`src/rtl/alu_pkg.sv`:
```
// Shared encodings for the EX-stage ALU issue block: MIPS opcodes/functs,
// ALU control words, exception codes and the decoder output bundle.
package alu_pkg;

  localparam logic [5:0] OP_RTYPE = 6'h00;
  localparam logic [5:0] OP_BEQ   = 6'h04;
  localparam logic [5:0] OP_BNE   = 6'h05;
  localparam logic [5:0] OP_ADDI  = 6'h08;
  localparam logic [5:0] OP_ADDIU = 6'h09;
  localparam logic [5:0] OP_SLTI  = 6'h0A;
  localparam logic [5:0] OP_ANDI  = 6'h0C;
  localparam logic [5:0] OP_ORI   = 6'h0D;
  localparam logic [5:0] OP_XORI  = 6'h0E;
  localparam logic [5:0] OP_LUI   = 6'h0F;

  localparam logic [5:0] FN_SLL  = 6'h00;
  localparam logic [5:0] FN_SRL  = 6'h02;
  localparam logic [5:0] FN_SRA  = 6'h03;
  localparam logic [5:0] FN_SLLV = 6'h04;
  localparam logic [5:0] FN_SRLV = 6'h06;
  localparam logic [5:0] FN_SRAV = 6'h07;
  localparam logic [5:0] FN_ADD  = 6'h20;
  localparam logic [5:0] FN_ADDU = 6'h21;
  localparam logic [5:0] FN_SUB  = 6'h22;
  localparam logic [5:0] FN_SUBU = 6'h23;
  localparam logic [5:0] FN_AND  = 6'h24;
  localparam logic [5:0] FN_OR   = 6'h25;
  localparam logic [5:0] FN_XOR  = 6'h26;
  localparam logic [5:0] FN_NOR  = 6'h27;
  localparam logic [5:0] FN_SLT  = 6'h2A;

  localparam logic [3:0] CTRL_SLL = 4'b0000;
  localparam logic [3:0] CTRL_SRL = 4'b0010;
  localparam logic [3:0] CTRL_SRA = 4'b0011;
  localparam logic [3:0] CTRL_SLT = 4'b0101;
  localparam logic [3:0] CTRL_ADD = 4'b1000;
  localparam logic [3:0] CTRL_SUB = 4'b1001;
  localparam logic [3:0] CTRL_AND = 4'b1100;
  localparam logic [3:0] CTRL_OR  = 4'b1101;
  localparam logic [3:0] CTRL_NOR = 4'b1110;
  localparam logic [3:0] CTRL_XOR = 4'b1111;

  localparam logic [1:0] EXC_NONE = 2'b00;
  localparam logic [1:0] EXC_OVF  = 2'b01;
  localparam logic [1:0] EXC_ILL  = 2'b10;

  typedef enum logic [1:0] {A_RS, A_SHAMT, A_C16} a_sel_e;
  typedef enum logic {B_RT, B_IMM} b_sel_e;
  typedef enum logic {EXT_ZERO, EXT_SIGN} ext_e;
  typedef enum logic [1:0] {BR_NONE, BR_EQ, BR_NE} br_e;

  typedef struct packed {
    logic [3:0] ctrl;
    a_sel_e     a_sel;
    b_sel_e     b_sel;
    ext_e       imm_ext;
    logic       wr;
    br_e        br;
    logic       trap;
    logic       illegal;
  } dec_t;

  function automatic logic [31:0] ext_imm(input logic [15:0] imm, input ext_e ext);
    return (ext == EXT_SIGN) ? {{16{imm[15]}}, imm} : {16'b0, imm};
  endfunction

endpackage

```
`src/rtl/alu_ctrl_dec.sv`:
```
// Combinational MIPS op/funct decoder producing the ALU control word and
// operand/write/branch steering for the issue stage.
module alu_ctrl_dec
  import alu_pkg::*;
(
  input  logic [5:0] i_op,
  input  logic [5:0] i_funct,
  output dec_t       o_dec
);

  always_comb begin
    o_dec         = '0;
    o_dec.ctrl    = CTRL_ADD;
    o_dec.a_sel   = A_RS;
    o_dec.b_sel   = B_RT;
    o_dec.imm_ext = EXT_ZERO;
    o_dec.br      = BR_NONE;
    o_dec.wr      = 1'b1;
    o_dec.trap    = 1'b0;
    o_dec.illegal = 1'b0;
    case (i_op)
      OP_RTYPE: begin
        case (i_funct)
          FN_SLL:  begin o_dec.ctrl = CTRL_SLL; o_dec.a_sel = A_SHAMT; end
          FN_SRL:  begin o_dec.ctrl = CTRL_SRL; o_dec.a_sel = A_SHAMT; end
          FN_SRA:  begin o_dec.ctrl = CTRL_SRA; o_dec.a_sel = A_SHAMT; end
          FN_SLLV: o_dec.ctrl = CTRL_SLL;
          FN_SRLV: o_dec.ctrl = CTRL_SRL;
          FN_SRAV: o_dec.ctrl = CTRL_SRA;
          FN_ADD:  begin o_dec.ctrl = CTRL_ADD; o_dec.trap = 1'b1; end
          FN_ADDU: o_dec.ctrl = CTRL_ADD;
          FN_SUB:  begin o_dec.ctrl = CTRL_SUB; o_dec.trap = 1'b1; end
          FN_SUBU: o_dec.ctrl = CTRL_SUB;
          FN_AND:  o_dec.ctrl = CTRL_AND;
          FN_OR:   o_dec.ctrl = CTRL_OR;
          FN_XOR:  o_dec.ctrl = CTRL_XOR;
          FN_NOR:  o_dec.ctrl = CTRL_NOR;
          FN_SLT:  o_dec.ctrl = CTRL_SLT;
          default: begin o_dec.illegal = 1'b1; o_dec.wr = 1'b0; end
        endcase
      end
      OP_BEQ: begin o_dec.ctrl = CTRL_SUB; o_dec.br = BR_EQ; o_dec.wr = 1'b0; end
      OP_BNE: begin o_dec.ctrl = CTRL_SUB; o_dec.br = BR_NE; o_dec.wr = 1'b0; end
      OP_ADDI: begin
        o_dec.ctrl = CTRL_ADD; o_dec.b_sel = B_IMM; o_dec.imm_ext = EXT_SIGN;
        o_dec.trap = 1'b1;
      end
      OP_ADDIU: begin
        o_dec.ctrl = CTRL_ADD; o_dec.b_sel = B_IMM; o_dec.imm_ext = EXT_SIGN;
      end
      OP_SLTI: begin
        o_dec.ctrl = CTRL_SLT; o_dec.b_sel = B_IMM; o_dec.imm_ext = EXT_SIGN;
      end
      OP_ANDI: begin o_dec.ctrl = CTRL_AND; o_dec.b_sel = B_IMM; end
      OP_ORI:  begin o_dec.ctrl = CTRL_OR;  o_dec.b_sel = B_IMM; end
      OP_XORI: begin o_dec.ctrl = CTRL_XOR; o_dec.b_sel = B_IMM; end
      // LUI rides the barrel shifter: zext(imm) << 16
      OP_LUI: begin o_dec.ctrl = CTRL_SLL; o_dec.a_sel = A_C16; o_dec.b_sel = B_IMM; end
      default: begin o_dec.illegal = 1'b1; o_dec.wr = 1'b0; end
    endcase
  end

endmodule

```
`src/rtl/alu_issue.sv`:
```
// EX-stage issue: drives the external ALU from the ID slot and captures its
// result, branch outcome and exception into a valid/ready EX/MEM register.
module alu_issue
  import alu_pkg::*;
#(
  parameter logic TRAP_EN = 1'b1
) (
  input  logic        i_clk,
  input  logic        i_rst_n,
  input  logic        i_valid,
  output logic        o_ready,
  input  logic [5:0]  i_op,
  input  logic [5:0]  i_funct,
  input  logic [4:0]  i_shamt,
  input  logic [31:0] i_rs_val,
  input  logic [31:0] i_rt_val,
  input  logic [15:0] i_imm,
  input  logic [4:0]  i_dst,
  input  logic        i_flush,
  output logic [31:0] o_alu_a,
  output logic [31:0] o_alu_b,
  output logic [3:0]  o_alu_ctrl,
  output logic [4:0]  o_alu_sa,
  input  logic [31:0] i_alu_res,
  input  logic        i_alu_zero,
  input  logic        i_alu_ovf,
  output logic        o_valid,
  input  logic        i_ready,
  output logic [31:0] o_res,
  output logic [4:0]  o_dst,
  output logic        o_wr_en,
  output logic        o_br_taken,
  output logic [1:0]  o_exc
);

  dec_t dec;

  alu_ctrl_dec u_dec (
    .i_op    (i_op),
    .i_funct (i_funct),
    .o_dec   (dec)
  );

  always_comb begin
    case (dec.a_sel)
      A_SHAMT: o_alu_a = {27'b0, i_shamt};
      A_C16:   o_alu_a = 32'd16;
      default: o_alu_a = i_rs_val;
    endcase
    o_alu_b    = (dec.b_sel == B_IMM) ? ext_imm(i_imm, dec.imm_ext) : i_rt_val;
    o_alu_ctrl = dec.ctrl;
    o_alu_sa   = i_shamt;
  end

  logic        valid_reg;
  logic [31:0] res_reg, res_next;
  logic [4:0]  dst_reg;
  logic        wr_reg, wr_next;
  logic        br_reg, br_next;
  logic [1:0]  exc_reg, exc_next;
  logic        ovf_trap;
  logic        load;

  assign o_ready  = ~valid_reg | i_ready;
  assign load     = i_valid & o_ready;
  assign ovf_trap = TRAP_EN & dec.trap & i_alu_ovf;

  always_comb begin
    res_next = dec.illegal ? 32'd0 : i_alu_res;
    exc_next = dec.illegal ? EXC_ILL : (ovf_trap ? EXC_OVF : EXC_NONE);
    wr_next  = dec.wr & ~dec.illegal & ~ovf_trap & (i_dst != 5'd0);
    br_next  = ((dec.br == BR_EQ) & i_alu_zero) | ((dec.br == BR_NE) & ~i_alu_zero);
  end

  // Data registers only move on load, which keeps them frozen during a stall
  always_ff @(posedge i_clk) begin
    if (!i_rst_n) begin
      valid_reg <= 1'b0;
      res_reg   <= 32'd0;
      dst_reg   <= 5'd0;
      wr_reg    <= 1'b0;
      br_reg    <= 1'b0;
      exc_reg   <= EXC_NONE;
    end else if (i_flush) begin
      valid_reg <= 1'b0;
    end else if (load) begin
      valid_reg <= 1'b1;
      res_reg   <= res_next;
      dst_reg   <= i_dst;
      wr_reg    <= wr_next;
      br_reg    <= br_next;
      exc_reg   <= exc_next;
    end else if (i_ready) begin
      valid_reg <= 1'b0;
    end
  end

  assign o_valid    = valid_reg;
  assign o_res      = res_reg;
  assign o_dst      = dst_reg;
  assign o_wr_en    = wr_reg;
  assign o_br_taken = br_reg;
  assign o_exc      = exc_reg;

endmodule
```
`config.mk`:
```
export PLATFORM = sky130hd
export DESIGN_NAME = alu_issue
export DESIGN_NICKNAME = d
export VERILOG_FILES = /design/src/rtl/alu_pkg.sv /design/src/rtl/alu_ctrl_dec.sv /design/src/rtl/alu_issue.sv
export SDC_FILE = /design/constraint.sdc
export NUM_CORES = 1
export LEC_CHECK = 0
export CAP_MARGIN = 20
export CELL_PAD_IN_SITES_DETAIL_PLACEMENT = 1
export CELL_PAD_IN_SITES_GLOBAL_PLACEMENT = 1
export CORE_ASPECT_RATIO = 1.75
export CORE_MARGIN = 4
export CORE_UTILIZATION = 20
export CTS_CLUSTER_SIZE = 24
export DETAILED_ROUTE_END_ITERATION = 8
export MAX_ROUTING_LAYER = met4
export PLACE_DENSITY = 0.85
export SLEW_MARGIN = 20
export SYNTH_ARGS = -nofsm -noshare
export SYNTH_HDL_FRONTEND = slang
export SYNTH_SLANG_ARGS = --single-unit
```
`constraint.sdc`:
```
create_clock -name i_clk -period 8.5 [get_ports i_clk]
set_input_delay 1.7 -clock i_clk [delete_from_list [all_inputs] [get_ports i_clk]]
set_output_delay 1.7 -clock i_clk [all_outputs]
set_load 0.1 [all_outputs]
```
# == After elaboration in Yosys (flattened, before gate mapping) ==
# Cells that the tools add are included.
# word_totals
register_bits,42
input_bits,141
out_inout_bits,116
word_cells,86
# classes
eq_ne,27
mux,21
bitwise,15
n_reduce_logical,17
# ops
cell,count
2-to-1 mux 32 bit,3
one-hot mux 32 bit (2 select lines),1
equality test 6 bit (second input constant),9
equality test 6 x 4 -> 1 bit (second input constant),7
one-hot mux 4 bit (9 select lines),1
equality test 6 x 3 -> 1 bit (second input constant),5
one-hot mux 4 bit (7 select lines),1
OR reduction 15 bit,1
OR reduction 2 bit,7
equality test 6 x 2 -> 1 bit (second input constant),2
zero test 6 bit,2
2-to-1 mux 1 bit,9
OR reduction 9 bit,1
one-hot mux 2 bit (2 select lines),2
bitwise AND 1 bit,7
OR reduction 7 bit,1
inverter 1 bit,6
one-hot mux 1 bit (2 select lines),3
OR reduction 3 bit,2
nonzero test 5 bit,1
equality test 2 x 1 -> 1 bit (second input constant),2
equality test 2 bit (second input constant),2
2-to-1 mux 2 bit,1
bitwise OR 1 bit,2
2 further kinds,2

# == Longest topological paths before layout ==
# logic_depth
ltp_word,8
ltp_mapped,8
ltp_nobuf,7

# == By module ==
# Synthesis repeated with hierarchy kept, for this count alone.
# hier_totals
hier_cells,349
area_unflattened_um2,2753.9
# by_module_without_submodules
module,n_inst,cells_per_inst,area_each_um2
alu_issue,1,292,2418.6
alu_ctrl_dec,1,57,335.3

# == Least setup slack after synthesis ==
# No wires, ideal clock.
# synth_path
path_kind,input to output
startpoint,input port i_op[1]
endpoint,output port o_alu_a[4]
arrival_ns,5.290
required_ns,6.800
path_slack_ns,1.510
path_stages,7
path_cell_list,buf_2 -> nor4_4 -> nand2_2 -> nor4_1 -> ha_1 -> clkbuf_1 -> o21ai_0
# synth_via
elab_chain_len,4
# synth_lines
item,line_no,text
"start, declared",alu_issue.sv:12,"input logic [5:0] i_op,"
equality test 6 x 4 -> 1 bit or zero test 6 bit (tied branches),alu_ctrl_dec.sv:21,case (i_op)
one-hot mux 2 bit (2 select lines) *,alu_ctrl_dec.sv:21,
equality test 2 bit or equality test 2 x 1 -> 1 bit (tied branches),alu_issue.sv:45,case (dec.a_sel)
one-hot mux 32 bit (2 select lines) *,alu_issue.sv:45,
"end, declared",alu_issue.sv:20,"output logic [31:0] o_alu_a,"
# Every way passes the cells marked *; elsewhere a longest branch is shown, timed or not.

# == Worst setup path after layout ==
# Ends and elaborated chain as after synthesis.

==> run_results.csv <==
group,metric,value,unit
pwr,leakage,1.999,nW
finish,final_core_util,0.4326,
routing,drt_wl_total,11.91,mm
timing,skew,0.003820,ns
critical_path,worstSetupPathType,"in -> out",
floorplan,die_area,14380,µm²
routing,avgViaCountPerCell,4.506,
yosys,netlist_area,2491,µm²
critical_path,cp_max_fo,34,
routing,drc,0,
yosys,syn_nets,414,
clock_network,ctsResizeCount,0,
status,status,"completed",
finish,diodes,0,
clock_network,cts_buffers,5,
floorplan,start_util,0.2053,
flow_run,drv_cap,0,
clock_network,cts_tree,"yes",
yosys,synth-seq-cells,42,
critical_path,cp.arrival,5.40,ns
clock_network,clockRootBuffer,"clkbuf_16",
clock_network,clk_latency,0.28,ns
grt,track_usage,0.1644,
routing,num_vias,3028,
placement,portBuffers,256,
yosys,synth_area_per_cell,9.192,µm²
critical_path,cp-start-kind,"input port",
finish,design_area,5250,µm²
floorplan,die_h,155.6,µm
floorplan,core_area,12140,µm²
clock_network,ctsHoldBuffers,0,
pwr,power_density,146.8,nW/µm²
clock_network,htree_num_levels,2,
finish,area_growth,110.7,%
pwr,ir_drop,0.00006285,V
clock_network,post-cts-setup-buffer-count,0,
timing,hold_viol,0,
timing,slew_viol_final,0,
finish,nNetsFinal,649,
finish,fill_cells,1365,
pwr,intPower,0.0004572,W
clock_network,clock_sinks,42,
placement,dp_hpwl,10.23,mm
yosys,synth_cells,271,
placement,gp_congestion,0.7869,
yosys,seq_area_frac_synth,0.3375,
grt,antenna_found_initial,0,
grt,gr-total-overflow,0,
clock_network,cts.path.max_buffers,2,
yosys,yosys_warnings,0,
timing,period_minus_slack,7.096,ns
timing,maxClockFrequency,140.9,MHz
grt,grt_pass1_vias,3431,
pwr,combPwrFrac,0.461,
floorplan,io_pins,257,
pwr,p_sw_frac,0.4068,
finish,drive_gt1_frac,0.07298,
min_path,hold_path_class,"reg -> reg",
critical_path,crit_required,6.80,ns
grt,grt_pass1_wl,18.04,mm
clock_network,path_clk_slew,0.06,ns
pwr,power_frac_seq,0.263,
timing,fin_tns_setup,0,ns
floorplan,num_rows,53,
placement,placed_cell_area,5082,µm²
floorplan,die_w,92.37,µm
routing,ant_nets,0,
pwr,p_clk_frac,0.276,
routing,drt_iter0_drc,40,
critical_path,cp-end-kind,"output pin",
timing,layout_worst_path_cycle_share,0.8348,
timing,worst_pin_slew,1.040,ns
routing,avgRoutedWirePerCell,17.73,µm
pwr,switchingPower,0.0003136,W
timing,rsz0062_at_grt,"false",
timing,max-slew-margin-rel,0.3044,
yosys,synth.distinct_cells,48,
grt,grt_max_degree,35,
timing,finalSetupViolCount,0,
routing,firstDrtPassIters,4,
## registers in the layout (all words and copies together) (netlist names)
name	cells
o_wr_en	1
o_res	32
o_exc	2
o_valid	1
o_dst	5
o_br_taken	1
## worst max-delay path: stages
cell and delay, ns:
clkdlybuf4s50_1 0.59, nor4_4 0.45, nand2_2 0.16, nor4_1 0.38
ha_1 0.70, nand2_1 0.12, o21ai_0 0.11, clkdlybuf4s50_1 1.18
## synthesized netlist by cell type (all sizes together)
cell type  instances  area share
a211o              1      0.0035
a211oi             1      0.0030
a21boi             7       0.021
a21o              16       0.048
a21oi              5       0.010
a221oi             2       0.014
a22o              36        0.13
a32o               1      0.0040
a32oi              1      0.0035
a41oi              1      0.0035
and2              28       0.070
and4b              1      0.0040
and4bb             1      0.0050
buf               18       0.055
clkbuf            12       0.018
dfxtp             42        0.34
ha                 2       0.010
inv                7       0.011
maj3               1      0.0040
mux2              16       0.072
mux2i              1      0.0040
nand2             22       0.034
nand2b             4       0.010
nand3b             2      0.0060
nand4              2      0.0050
nor2               7       0.011
nor2b              8       0.020
nor3               5       0.010
nor3b              1      0.0075
nor4               3       0.020
nor4b              2      0.0070
o2111ai            1      0.0035
o21ai              6       0.014
o21bai             1      0.0030
o2bb2ai            1      0.0035
o31ai              1      0.0030
or2                2      0.0050
or3                1      0.0025
or3b               1      0.0035
xnor2              1      0.0035
## cell families (layout without fill, tap and decap cells)
kind of cell | Yosys count | in the layout | synth area share
AO/OA/AOI/OAI | 81 | 81 | 0.2642
XOR/XNOR | 1 | 1 | 0.003516
adder cells (fa/ha/maj) | 3 | 3 | 0.01406
buffers and inverters | 37 | 273 | 0.08387
flip-flops | 42 | 42 | 0.3375
multiplexers | 17 | 17 | 0.07634
AND/OR/NAND/NOR | 90 | 90 | 0.2205
## area by class of cell
cell class                      instances  area, µm²  area share
Clock buffer                            6      128.9     0.02455
Sequential cell                        42      840.8      0.1602
Clock inverter                          2      37.54    0.007150
Inverter                                7      26.28    0.005005
Timing Repair Buffer                  258       2567      0.4890
Tap cell                              165      206.4     0.03932
Multi-Input combinational cell        192       1443      0.2748
## per-stage QoR
stage	worst slack, ns	hold slack (ns)	power [W]	std cells
final	1.404	0.4530	0.0007708	672
after detailed placement	1.338	0.4498	0.0005637	664
after floorplan	1.510	0.8851	0.0004401	271
after global routing	1.065	0.4891	0.0008006	672
after global placement	1.563	0.4463	0.0005603	664
after CTS	1.372	0.4567	0.0007829	672
## layout by cell type (no fill, tap or decap), types with 2 or more instances in the layout
cell / instances
nand2_1: 21
a21boi_0: 6
a21oi_1: 5
o21ai_0: 5
mux2_2: 16
a21o_1: 16
and2_1: 27
a22o_1: 36
nor4_4: 2
nand2b_1: 4
nor4b_1: 2
clkdlybuf4s50_1: 252
nor3_1: 5
dfxtp_1: 42
clkbuf_16: 5
buf_4: 6
inv_1: 7
nand4_1: 2
ha_1: 2
nand3b_1: 2
nor2b_1: 8
nor2_1: 7
## per-layer routing
layer | vias to the layer above | track usage | part of all wire
li1 | 1431 | - | -
met1 | 1380 | 0.1547 | 0.34
met2 | 197 | 0.3154 | 0.54
met3 | 20 | 0.04054 | 0.090
met4 | 0 | 0.06024 | 0.030
met5 | - | - | 0
## power groups by stage
stage | Clock [W] | Combinational [W] | Sequential (W)
floorplan | 0 | 0.000206 | 0.000234
CTS | 0.000222 | 0.000358 | 0.000203
detailed placement | 0 | 0.000357 | 0.000207
global placement | 0 | 0.000354 | 0.000207
global route | 0.000230 | 0.000368 | 0.000203
finish | 0.000213 | 0.000355 | 0.000203
## worst paths after layout
kind	start	to	slack (ns)	cells after the start
setup / recovery	i_op[1]	o_alu_a[4]	1.40	8
hold / removal	o_wr_en	o_wr_en	0.45	2
setup reg to reg	o_valid	o_res[9]	6.72	4
hold reg to reg	o_wr_en	o_wr_en	0.45	2
Note: power is estimated with default switching activity, not from simulation.
